===== src/rtl/osc_freq_counter_if.sv =====
// rtl/osc_freq_counter_if.sv - control/status bundle for the oscillator frequency counter
interface osc_freq_counter_if #(
  parameter int CNT_W = 16
);
  logic             ena;
  logic             start;
  logic             cont;
  logic [2:0]       gate_sel;
  logic [CNT_W-1:0] result;
  logic             done;
  logic             busy;
  logic             overflow;

  // Controller side: issues commands, observes results
  modport master (
    output ena, start, cont, gate_sel,
    input  result, done, busy, overflow
  );

  // Counter side: receives commands, presents results
  modport slave (
    input  ena, start, cont, gate_sel,
    output result, done, busy, overflow
  );
endinterface


===== src/rtl/osc_freq_counter.sv =====
// rtl/osc_freq_counter.sv - gated rising-edge counter for an asynchronous oscillator tap
module osc_freq_counter #(
  parameter int CNT_W       = 16,
  parameter int SYNC_STAGES = 2,
  parameter int GATE_BASE   = 8
) (
  input  logic                clk,
  input  logic                rst_n,
  input  logic                osc_in,
  osc_freq_counter_if.slave   bus
);

  // Window counter wide enough for the longest window, 2^(GATE_BASE+7) cycles
  localparam int WIN_W = GATE_BASE + 8;
  localparam logic [WIN_W-1:0] WIN_ONE  = WIN_W'(1);
  localparam logic [WIN_W-1:0] WIN_BASE = WIN_ONE << GATE_BASE;
  localparam logic [CNT_W-1:0] CNT_MAX  = '1;

  typedef enum logic [1:0] {
    S_IDLE = 2'd0,
    S_ARM  = 2'd1,
    S_GATE = 2'd2,
    S_DONE = 2'd3
  } state_e;

  state_e state_q, state_d;

  logic [SYNC_STAGES-1:0] sync_q;
  logic                   hist_q;
  logic                   edge_stb;

  logic [2:0]       gsel_q;
  logic [WIN_W-1:0] win_q;
  logic [CNT_W-1:0] cnt_q;
  logic             ovf_int_q;

  logic [CNT_W-1:0] result_q;
  logic             ovf_q;
  logic             done_q;
  logic             busy_q;

  logic gsel_load;
  logic arm_load;
  logic gate_run;
  logic done_fire;
  logic busy_d;

  // Bring the oscillator tap into the clk domain and keep one cycle of history
  always_ff @(posedge clk or negedge rst_n) begin
    if (!rst_n) begin
      sync_q <= '0;
      hist_q <= 1'b0;
    end else begin
      sync_q <= {sync_q[SYNC_STAGES-2:0], osc_in};
      hist_q <= sync_q[SYNC_STAGES-1];
    end
  end

  assign edge_stb = sync_q[SYNC_STAGES-1] & ~hist_q;

  // FSM state register
  always_ff @(posedge clk or negedge rst_n) begin
    if (!rst_n) begin
      state_q <= S_IDLE;
    end else begin
      state_q <= state_d;
    end
  end

  // FSM next state; dropping ena abandons whatever is in flight
  always_comb begin
    state_d = state_q;
    if (!bus.ena) begin
      state_d = S_IDLE;
    end else begin
      case (state_q)
        S_IDLE:  if (bus.start) state_d = S_ARM;
        S_ARM:   state_d = S_GATE;
        S_GATE:  if (win_q == '0) state_d = S_DONE;
        S_DONE:  state_d = bus.cont ? S_ARM : S_IDLE;
        default: state_d = S_IDLE;
      endcase
    end
  end

  // FSM outputs: datapath strobes and the next value of busy
  always_comb begin
    gsel_load = (state_q != S_ARM) && (state_d == S_ARM);
    arm_load  = (state_q == S_ARM);
    gate_run  = (state_q == S_GATE);
    done_fire = (state_q == S_DONE) && bus.ena;
    busy_d    = (state_d == S_ARM) || (state_d == S_GATE);
  end

  // Measurement datapath: window countdown and saturating edge count
  always_ff @(posedge clk or negedge rst_n) begin
    if (!rst_n) begin
      gsel_q    <= '0;
      win_q     <= '0;
      cnt_q     <= '0;
      ovf_int_q <= 1'b0;
    end else begin
      if (gsel_load) begin
        gsel_q <= bus.gate_sel;
      end
      if (arm_load) begin
        cnt_q     <= '0;
        ovf_int_q <= 1'b0;
        win_q     <= (WIN_BASE << gsel_q) - WIN_ONE;
      end else if (gate_run) begin
        win_q <= win_q - WIN_ONE;
        if (edge_stb) begin
          if (cnt_q == CNT_MAX) begin
            ovf_int_q <= 1'b1;
          end else begin
            cnt_q <= cnt_q + 1'b1;
          end
        end
      end
    end
  end

  // Registered result, flags and status presented to the readout
  always_ff @(posedge clk or negedge rst_n) begin
    if (!rst_n) begin
      result_q <= '0;
      ovf_q    <= 1'b0;
      done_q   <= 1'b0;
      busy_q   <= 1'b0;
    end else begin
      done_q <= done_fire;
      busy_q <= busy_d;
      if (done_fire) begin
        result_q <= cnt_q;
        ovf_q    <= ovf_int_q;
      end
    end
  end

  assign bus.result   = result_q;
  assign bus.overflow = ovf_q;
  assign bus.done     = done_q;
  assign bus.busy     = busy_q;

endmodule


===== src/flat_wrapper.sv =====
// flat-port wrapper written by rule: the top's interface ports become plain ports
module osc_freq_counter_flat 
#(
  parameter int CNT_W       = 16,
  parameter int SYNC_STAGES = 2,
  parameter int GATE_BASE   = 8
)
  (clk, rst_n, osc_in, bus_ena, bus_start, bus_cont, bus_gate_sel, bus_result, bus_done, bus_busy, bus_overflow);
  osc_freq_counter_if #(.CNT_W(CNT_W)) bus_i ();
  input  logic clk;
  input  logic rst_n;
  input  logic osc_in;
  input wire logic [$bits(bus_i.ena)-1:0] bus_ena;
  input wire logic [$bits(bus_i.start)-1:0] bus_start;
  input wire logic [$bits(bus_i.cont)-1:0] bus_cont;
  input wire logic [$bits(bus_i.gate_sel)-1:0] bus_gate_sel;
  output wire logic [$bits(bus_i.result)-1:0] bus_result;
  output wire logic [$bits(bus_i.done)-1:0] bus_done;
  output wire logic [$bits(bus_i.busy)-1:0] bus_busy;
  output wire logic [$bits(bus_i.overflow)-1:0] bus_overflow;
  assign bus_i.ena = bus_ena;
  assign bus_i.start = bus_start;
  assign bus_i.cont = bus_cont;
  assign bus_i.gate_sel = bus_gate_sel;
  assign bus_result = bus_i.result;
  assign bus_done = bus_i.done;
  assign bus_busy = bus_i.busy;
  assign bus_overflow = bus_i.overflow;
  osc_freq_counter #(.CNT_W(CNT_W), .SYNC_STAGES(SYNC_STAGES), .GATE_BASE(GATE_BASE)) u_core (.clk(clk), .rst_n(rst_n), .osc_in(osc_in), .bus(bus_i));
endmodule

===== config.mk =====
export PLATFORM = sky130hd
export DESIGN_NAME = osc_freq_counter_flat
export DESIGN_NICKNAME = d
export VERILOG_FILES = /design/src/rtl/osc_freq_counter_if.sv /design/src/rtl/osc_freq_counter.sv /design/src/flat_wrapper.sv
export SDC_FILE = /design/constraint.sdc
export NUM_CORES = 1
export LEC_CHECK = 0
export ABC_AREA = 1
export BUFFER_PORTS_ARGS = -buffer_cell sky130_fd_sc_hd__buf_2
export CORE_AREA = 2 2 77 79
export CTS_CLUSTER_DIAMETER = 200
export DETAILED_ROUTE_END_ITERATION = 12
export DIE_AREA = 0 0 79 81
export PLACE_DENSITY = 0.78
export SETUP_SLACK_MARGIN = 0.5
export SLEW_MARGIN = 20
export SYNTH_ARGS = -nofsm -noshare
export SYNTH_HDL_FRONTEND = slang
export SYNTH_SLANG_ARGS = --single-unit

===== constraint.sdc =====
create_clock -name clk -period 2.4 [get_ports clk]
set_input_delay 0.12 -clock clk [delete_from_list [all_inputs] [get_ports clk]]
set_output_delay 0.12 -clock clk [all_outputs]
set_load 0.05 [all_outputs]

==> results.ini, run 1 <==
[setup_path]
startpoint_kind_of_the_worst_setup_timing_path = register
worst_ep_arrival_time_ps = 2130
timing.rr.end = u_core.gsel_q[2]
regToRegSetupSlack_ps = 500
cp-startpoint = u_core.state_q[0]
crit_path_end_kind = register
r2r.worst_path.cells = 8
timing.setup.critical_path_class = reg2reg
worstReg2RegStart = u_core.state_q[0]
critPathCapture = u_core.gsel_q[2]
cp.required_ps = 2630
worstPathMaxFanout = 5

[detailed_routing]
drt_iter0_markers = 141
drt_wl_total_um = 7200
num_vias = 2803
routed_via_density = 5.37
drc = 0
dr.pass1.iters = 4
route.detailed.wl_per_inst_um = 13.8
route.antenna.remaining_nets = 0

[floorplan]
chipWidth_um = 79
start_util_pct = 56.7
placeableCoreArea_um2 = 5680
top_level_ports = 28
die_height_um = 81
die-area_um2 = 6400
placementRows = 28

[sta]
skew_ps = 4.85
max_clock_freq_mhz = 528
final_max_slew_viol_count = 0
grt_setup_unrepaired = yes
final.setup.tns_ps = 0
post-route-min-period_ps = 1900
timing.slew.headroom_pct = 38.5
max_slew.worst_pin.slew_ps = 923
hold_viol = 0
postLayoutSetupSlackWorst_ps = 505
fin_crit_sh_pct = 79.0
setup_viol_count_final = 0

[global_route]
grt_first_pass_wirelength_um = 11600
grt_start_max_net_pins = 41
initial_antenna_violation_count = 0
track_usage_pct = 23.4
via_count_of_the_first_global_routing_pass = 2644
grt_overflow_total = 0

[placement]
buffer_ports.inserted = 27
gp_congestion = 0.853
placement.setup.worst_slack_ps = 339
dp.cells = 495
place_hpwl_um = 4740
post_dp_cell_area_um2 = 3450

[power]
power_density_nw_per_um2 = 1250
worst_vdd_drop_mv = 0.620
p_leak_nw = 1.89

[logic_synthesis]
synth_largest_area_cell = sky130_fd_sc_hd__dfrtp_1
total_standard_cell_area_after_synthesis_um2 = 3220
yosysSeqAreaShare_pct = 46.7
count_of_state_elements_after_synthesis = 60
syn-num-nets = 415
synthArstFlopShare_pct = 100
dominantRegCellSynth = sky130_fd_sc_hd__dfrtp_1
syn_avg_cell_area_um2 = 8.06
ys_warn_count = 0
synth_enable_flop_cells = 0
cell_types_with_the_largest_area_share_after_synthesis = sky130_fd_sc_hd__dfrtp_1, sky130_fd_sc_hd__nand2_1, sky130_fd_sc_hd__inv_1, sky130_fd_sc_hd__o21ai_0, sky130_fd_sc_hd__nand3_1
post_synth_inst_count = 399
synthTopCellsByCount = sky130_fd_sc_hd__nand2_1, sky130_fd_sc_hd__dfrtp_1, sky130_fd_sc_hd__inv_1
synth.distinct_cells = 33
synth_top_area_share_pct = 46.7
synth_most_common_cell = sky130_fd_sc_hd__nand2_1

[clock_network]
path_clk_slew_ps = 60
cts-htree-levels = 3
cts_sinks = 60
root_buffer = sky130_fd_sc_hd__clkbuf_8
tritoncts = built
ctsLongestPathBuffers = 2
cts-buffers-inserted = 9
clock_latency_ps = 350

[cells_and_area]
area_growth_pct = 19.7
final_cells = 522
num-nets-final = 460
post_route_cells_drive_above_1_share_pct = 24.6
antenna_cells = 0
finish.instance_area_um2 = 3850

[run_status]
status = complete, no violations

[job]
drv.max_cap_violation_count = 0

[hold_path]
holdCritPathClass = in2reg
hp-start = bus_ena

[critical path: stages, from the launching register on]
cell,delay (ps)
sky130_fd_sc_hd__dfrtp_1,440
sky130_fd_sc_hd__inv_2,140
sky130_fd_sc_hd__ha_4,150
sky130_fd_sc_hd__nand2_1,60
sky130_fd_sc_hd__o21ai_0,230
sky130_fd_sc_hd__a21oi_2,70
sky130_fd_sc_hd__ha_1,200
sky130_fd_sc_hd__nand2_1,140
sky130_fd_sc_hd__mux2_2,360
[routing by layer]
metal	track usage [%]	up-vias	wire [um]
met1	27.8	1324	3080
met5	0	-	0
met3	4.56	19	324
met2	39.7	79	3610
li1	-	1381	-
met4	13.3	0	184
[cell usage in the layout (no fill, tap or decap), drive strengths merged, types with 2 or more instances in the layout]
cell type    Yosys  layout
a21oi            8       8
a31oi            2       2
buf              7      42
clkbuf           5      12
clkinv           0       2
dfrtp           60      60
dlygate4sd3      0       2
ha               7       7
inv             48      49
mux2             2       2
nand2          120     120
nand3           27      27
nand4           13      13
nor2            38      38
nor3             2       2
nor4             2       2
o21ai           45      45
xnor2            3       3
xor2             6       6
[registers in the layout (all words and copies together) (netlist names)]
name,cells
u_core.sync_q,2
u_core.bus.done,1
u_core.state_q,2
u_core.hist_q,1
u_core.bus.busy,1
u_core.win_q,16
u_core.bus.result,16
u_core.gsel_q,3
u_core.ovf_int_q,1
u_core.bus.overflow,1
u_core.cnt_q,16
[through the flow]
step / power [W] / hold WS, ps / util (%)
floorplan: 0.00314 / -176 / -
global placement: 0.00346 / 230 / 60.8
detailed placement: 0.00352 / 232 / 60.8
CTS: 0.00456 / 18.0 / 65.7
global route: 0.00514 / 35.8 / 67.9
finish: 0.00483 / 20.1 / 67.9
[kinds of logic after synthesis]
logic type,Yosys count,synth area share (%)
mux,2,0.700
simple gates,202,28.3
flops,60,46.7
compound gates,59,10.7
buf+inv,60,8.48
fa+ha+maj,7,2.72
xor+xnor,9,2.45
[what timing repair did]
item	4_1_cts	5_1_grt
pin swaps	0	5
gates resized for setup	6	18
gates cloned	0	2
setup buffers	5	4
hold buffers	2	0
endpoints found under the hold margin	39	0
endpoints found under the setup margin	21	25
[power by group]
group	switching [W]	internal (W)	total, W
combinational	0.00157	0.000891	0.00246
clock	0.000384	0.000523	0.000907
sequential	0.000218	0.00124	0.00146
[worst min path at each step]
stage / to / slack (ps) / depth (start not counted)
floorplan: u_core.bus.busy / -180 / 0
global placement: u_core.sync_q[0] / 230 / 1
detailed placement: u_core.sync_q[0] / 230 / 1
CTS: u_core.state_q[1] / 20 / 3
global route: u_core.state_q[1] / 40 / 3
finish: u_core.state_q[1] / 20 / 3
[final cells by class]
cell class | count | area, um^2
clock buffers | 12 | 155
clock inverters | 2 | 35.0
fillers | 475 | 1820
inverters | 48 | 193
multi-input cells | 279 | 1570
flip-flops and latches | 60 | 1500
well taps | 75 | 93.8
repair buffers | 44 | 280
repair inverters | 2 | 17.5
Note: power is estimated with default switching activity, not from simulation.
==> run 2: changes to the inputs <==
==> constraint.sdc (replaced) <==
create_clock -name clk -period 1.91 [get_ports clk]
set_input_delay 0.0955 -clock clk [delete_from_list [all_inputs] [get_ports clk]]
set_output_delay 0.0955 -clock clk [all_outputs]
set_load 0.05 [all_outputs]
==> run 2 against run 1 <==
The run now ends with negative setup slack left. Sequential cell count unchanged. Non-clock buffer count increased by 42. Design area increased by 21%. Core utilization up 14 points. Routed wire length rose by 48%. Clock power up 31%. Highest routed layer unchanged.
==> results.ini, run 2 (synthesized netlist as in run 1, its figures left out) <==
[floorplan]
die-area_um2 = 6400  ; unchanged
die_height_um = 81  ; unchanged
placementRows = 28  ; unchanged
start_util_pct = 56.7  ; unchanged
chipWidth_um = 79  ; unchanged
placeableCoreArea_um2 = 5680  ; unchanged
top_level_ports = 28  ; unchanged

[setup_path]
critPathTopFamily = simple AND/OR/NAND/NOR gates  ; was flip-flops
worstPathBufferInverterCount = 1  ; unchanged
slowest_stage = sky130_fd_sc_hd__dfrtp_1  ; unchanged
slowest_delay_ps = 430  ; was 440 ps
cp-startpoint = u_core.win_q[2]  ; was u_core.state_q[0]
crit_cells = 9  ; was 8
cpMostUsedCell = sky130_fd_sc_hd__nand2_2  ; was sky130_fd_sc_hd__nand2_1
crit_path_cell_trace = nor4_4 > buf_4 > nand3_4 > nand2_2 > nand2_2 > a21oi_4 > ha_4 > nand2_4 > mux2_2  ; was inv_2 > ha_4 > nand2_1 > o21ai_0 > a21oi_2 > ha_1 > nand2_1 > mux2_2
cp.required_ps = 2140  ; was 2630 ps
startpoint_kind_of_the_worst_setup_timing_path = register  ; unchanged
worstPathMaxFanout = 2  ; was 5
timing.setup.critical_path_class = reg2reg  ; unchanged
crit_path_end_kind = register  ; unchanged
worst_ep_arrival_time_ps = 2160  ; was 2130 ps
worstReg2RegStart = u_core.win_q[2]  ; was u_core.state_q[0]
r2r.worst_path.cells = 9  ; was 8

[clock_network]
cts-htree-levels = 3  ; unchanged
cts-buffers-inserted = 9  ; unchanged
root_buffer = sky130_fd_sc_hd__clkbuf_8  ; unchanged
ctsLongestPathBuffers = 2  ; unchanged
path_clk_slew_ps = 70  ; was 60 ps
clock_latency_ps = 340  ; was 350 ps
cts_sinks = 60  ; unchanged
tritoncts = built  ; unchanged

[cells_and_area]
antenna_cells = 0  ; unchanged
area_growth_pct = 44.3  ; was 19.7%
most_frequent_cells_in_the_layout = sky130_fd_sc_hd__nand2_1, sky130_fd_sc_hd__dfrtp_1, sky130_fd_sc_hd__inv_1, sky130_fd_sc_hd__buf_4, sky130_fd_sc_hd__buf_2  ; was sky130_fd_sc_hd__nand2_1, sky130_fd_sc_hd__dfrtp_1, sky130_fd_sc_hd__inv_1, sky130_fd_sc_hd__nor2_1
layout.cells.most_common = sky130_fd_sc_hd__nand2_1  ; unchanged
finish.instance_area_um2 = 4640  ; was 3850 um^2
nFillCells = 288  ; was 475
post_route_cells_drive_above_1_share_pct = 40.1  ; was 24.6%
num-nets-final = 500  ; was 460

[detailed_routing]
drc = 0  ; unchanged
route.antenna.remaining_nets = 0  ; unchanged
route.detailed.wl_per_inst_um = 19.0  ; was 13.8 um
routed_via_density = 5.93  ; was 5.37
drt_wl_total_um = 10700  ; was 7200 um
drt_iter0_markers = 353  ; was 141
num_vias = 3342  ; was 2,803
dr.pass1.iters = 5  ; was 4

[power]
worst_vdd_drop_mv = 0.911  ; was 0.620 mV
finalPower_w = 0.00804  ; was 0.00483 W
power_density_nw_per_um2 = 1730  ; was 1250 nW/um^2
p_leak_nw = 2.27  ; was 1.89 nW

[sta]
max_clock_freq_mhz = 518  ; was 528 MHz
final_max_slew_viol_count = 0  ; unchanged
timing.slew.headroom_pct = 59.2  ; was 38.5%
post-route-min-period_ps = 1930  ; was 1900 ps
setup_viol_count_final = 3  ; was 0
skew_ps = 6.20  ; was 4.85 ps
hold_slack_ps = 28.9  ; was 20.1 ps
postLayoutSetupSlackWorst_ps = -20.7  ; was 505 ps
grt_setup_unrepaired = yes  ; unchanged
fin_crit_sh_pct = 101  ; was 79.0%
hold_viol = 0  ; unchanged
max_slew.worst_pin.slew_ps = 612  ; was 923 ps

[global_route]
globalRouteMet1Util_pct = 32.5  ; was 27.8%
grt_start_max_net_pins = 36  ; was 41
top_usage_layer = met2  ; unchanged
track_usage_pct = 27.9  ; was 23.4%
via_count_of_the_first_global_routing_pass = 2943  ; was 2,644
grt_overflow_total = 0  ; unchanged
global_route_met2_utilization_pct = 48.6  ; was 39.7%
grt_util_met3_pct = 6.78  ; was 4.56%
initial_antenna_violation_count = 0  ; unchanged
grt_first_pass_wirelength_um = 13800  ; was 11,600 um

[placement]
placement.setup.worst_slack_ps = 7.24  ; was 339 ps
place_hpwl_um = 4790  ; was 4740 um
buffer_ports.inserted = 27  ; unchanged
post_dp_cell_area_um2 = 3520  ; was 3450 um^2
gp_congestion = 0.859  ; was 0.853

[hold_path]
worst_hold_path.num_cells = 3  ; unchanged
hp-start = bus_gate_sel[0]  ; was bus_ena
holdCritPathClass = in2reg  ; unchanged

[run_status]
status = finished, violations left  ; was complete, no violations
failed_checks = negative setup slack

[job]
drv.max_cap_violation_count = 0  ; unchanged

==> run 2: changes by cell type in the layout (fill, tap and decap cells not counted), moves of 4 or more <==
cell / change
sky130_fd_sc_hd__buf_12: +4
sky130_fd_sc_hd__nand2_2: +7
sky130_fd_sc_hd__nand2_1: -18
sky130_fd_sc_hd__buf_6: +12
sky130_fd_sc_hd__nand3_4: +4
sky130_fd_sc_hd__a21oi_1: -4
sky130_fd_sc_hd__nand2_4: +9
sky130_fd_sc_hd__nor2_1: -5
sky130_fd_sc_hd__buf_4: +18
sky130_fd_sc_hd__o21ai_2: +6
==> run 2: cell type report <==
cell class | count | area (um^2) | area share [%]
clock buffers | 10 | 138 | 2.97
inverters | 48 | 193 | 4.15
clock inverters | 6 | 63.8 | 1.38
well taps | 75 | 93.8 | 2.02
flip-flops and latches | 60 | 1500 | 32.4
multi-input cells | 279 | 1850 | 39.9
repair buffers | 86 | 798 | 17.2
==> run 2: metal layers <==
| metal | up-vias | wire length, um |
|---|---|---|
| met1 | 1587 | 4000 |
| met5 | - | 0 |
| met3 | 74 | 778 |
| met2 | 222 | 5290 |
| li1 | 1459 | - |
| met4 | 0 | 619 |
==> run 2: worst min-delay path, delay by kind of cell <==
family	cells	cell delay, ps
and+or+nand+nor	1	90
buffers and inverters	1	100
AOI/OAI and AO/OA	1	50
==> run 2: final timing paths <==
| path | to | slack (ps) |
|---|---|---|
| hold / removal | u_core.gsel_q[0] | 30 |
| hold reg to reg | u_core.sync_q[1] | 350 |
| min in group asynchronous | u_core.bus.result[8] | 290 |
| setup / recovery | u_core.gsel_q[2] | -20 |
| setup reg to reg | u_core.gsel_q[2] | -20 |
| max in group asynchronous | u_core.state_q[0] | 1000 |
==> run 2: through the flow <==
step / setup TNS [ps] / util [%] / cells
global route: -898 / 81.8 / 564
floorplan: -19.4 / - / 399
global placement: 0 / 62.1 / 502
finish: -22.2 / 81.8 / 564
detailed placement: 0 / 62.1 / 502
CTS: 0 / 74.2 / 545
==> run 2: repair_timing <==
action                                  in CTS  in global routing
gates cloned                                 3                  2
hold buffers                                 4                  0
hold endpoints to repair                    29                  0
endpoints found under the setup margin      35                 54
gates resized for setup                     56                 57
pin swaps                                   13                 26
buffers inserted                            20                 17
==> run 2: where the power goes <==
part | internal [W] | switching (W) | total, W
combinational | 0.00223 | 0.00277 | 0.00500
clock | 0.000635 | 0.000554 | 0.00119
sequential | 0.00156 | 0.000293 | 0.00186
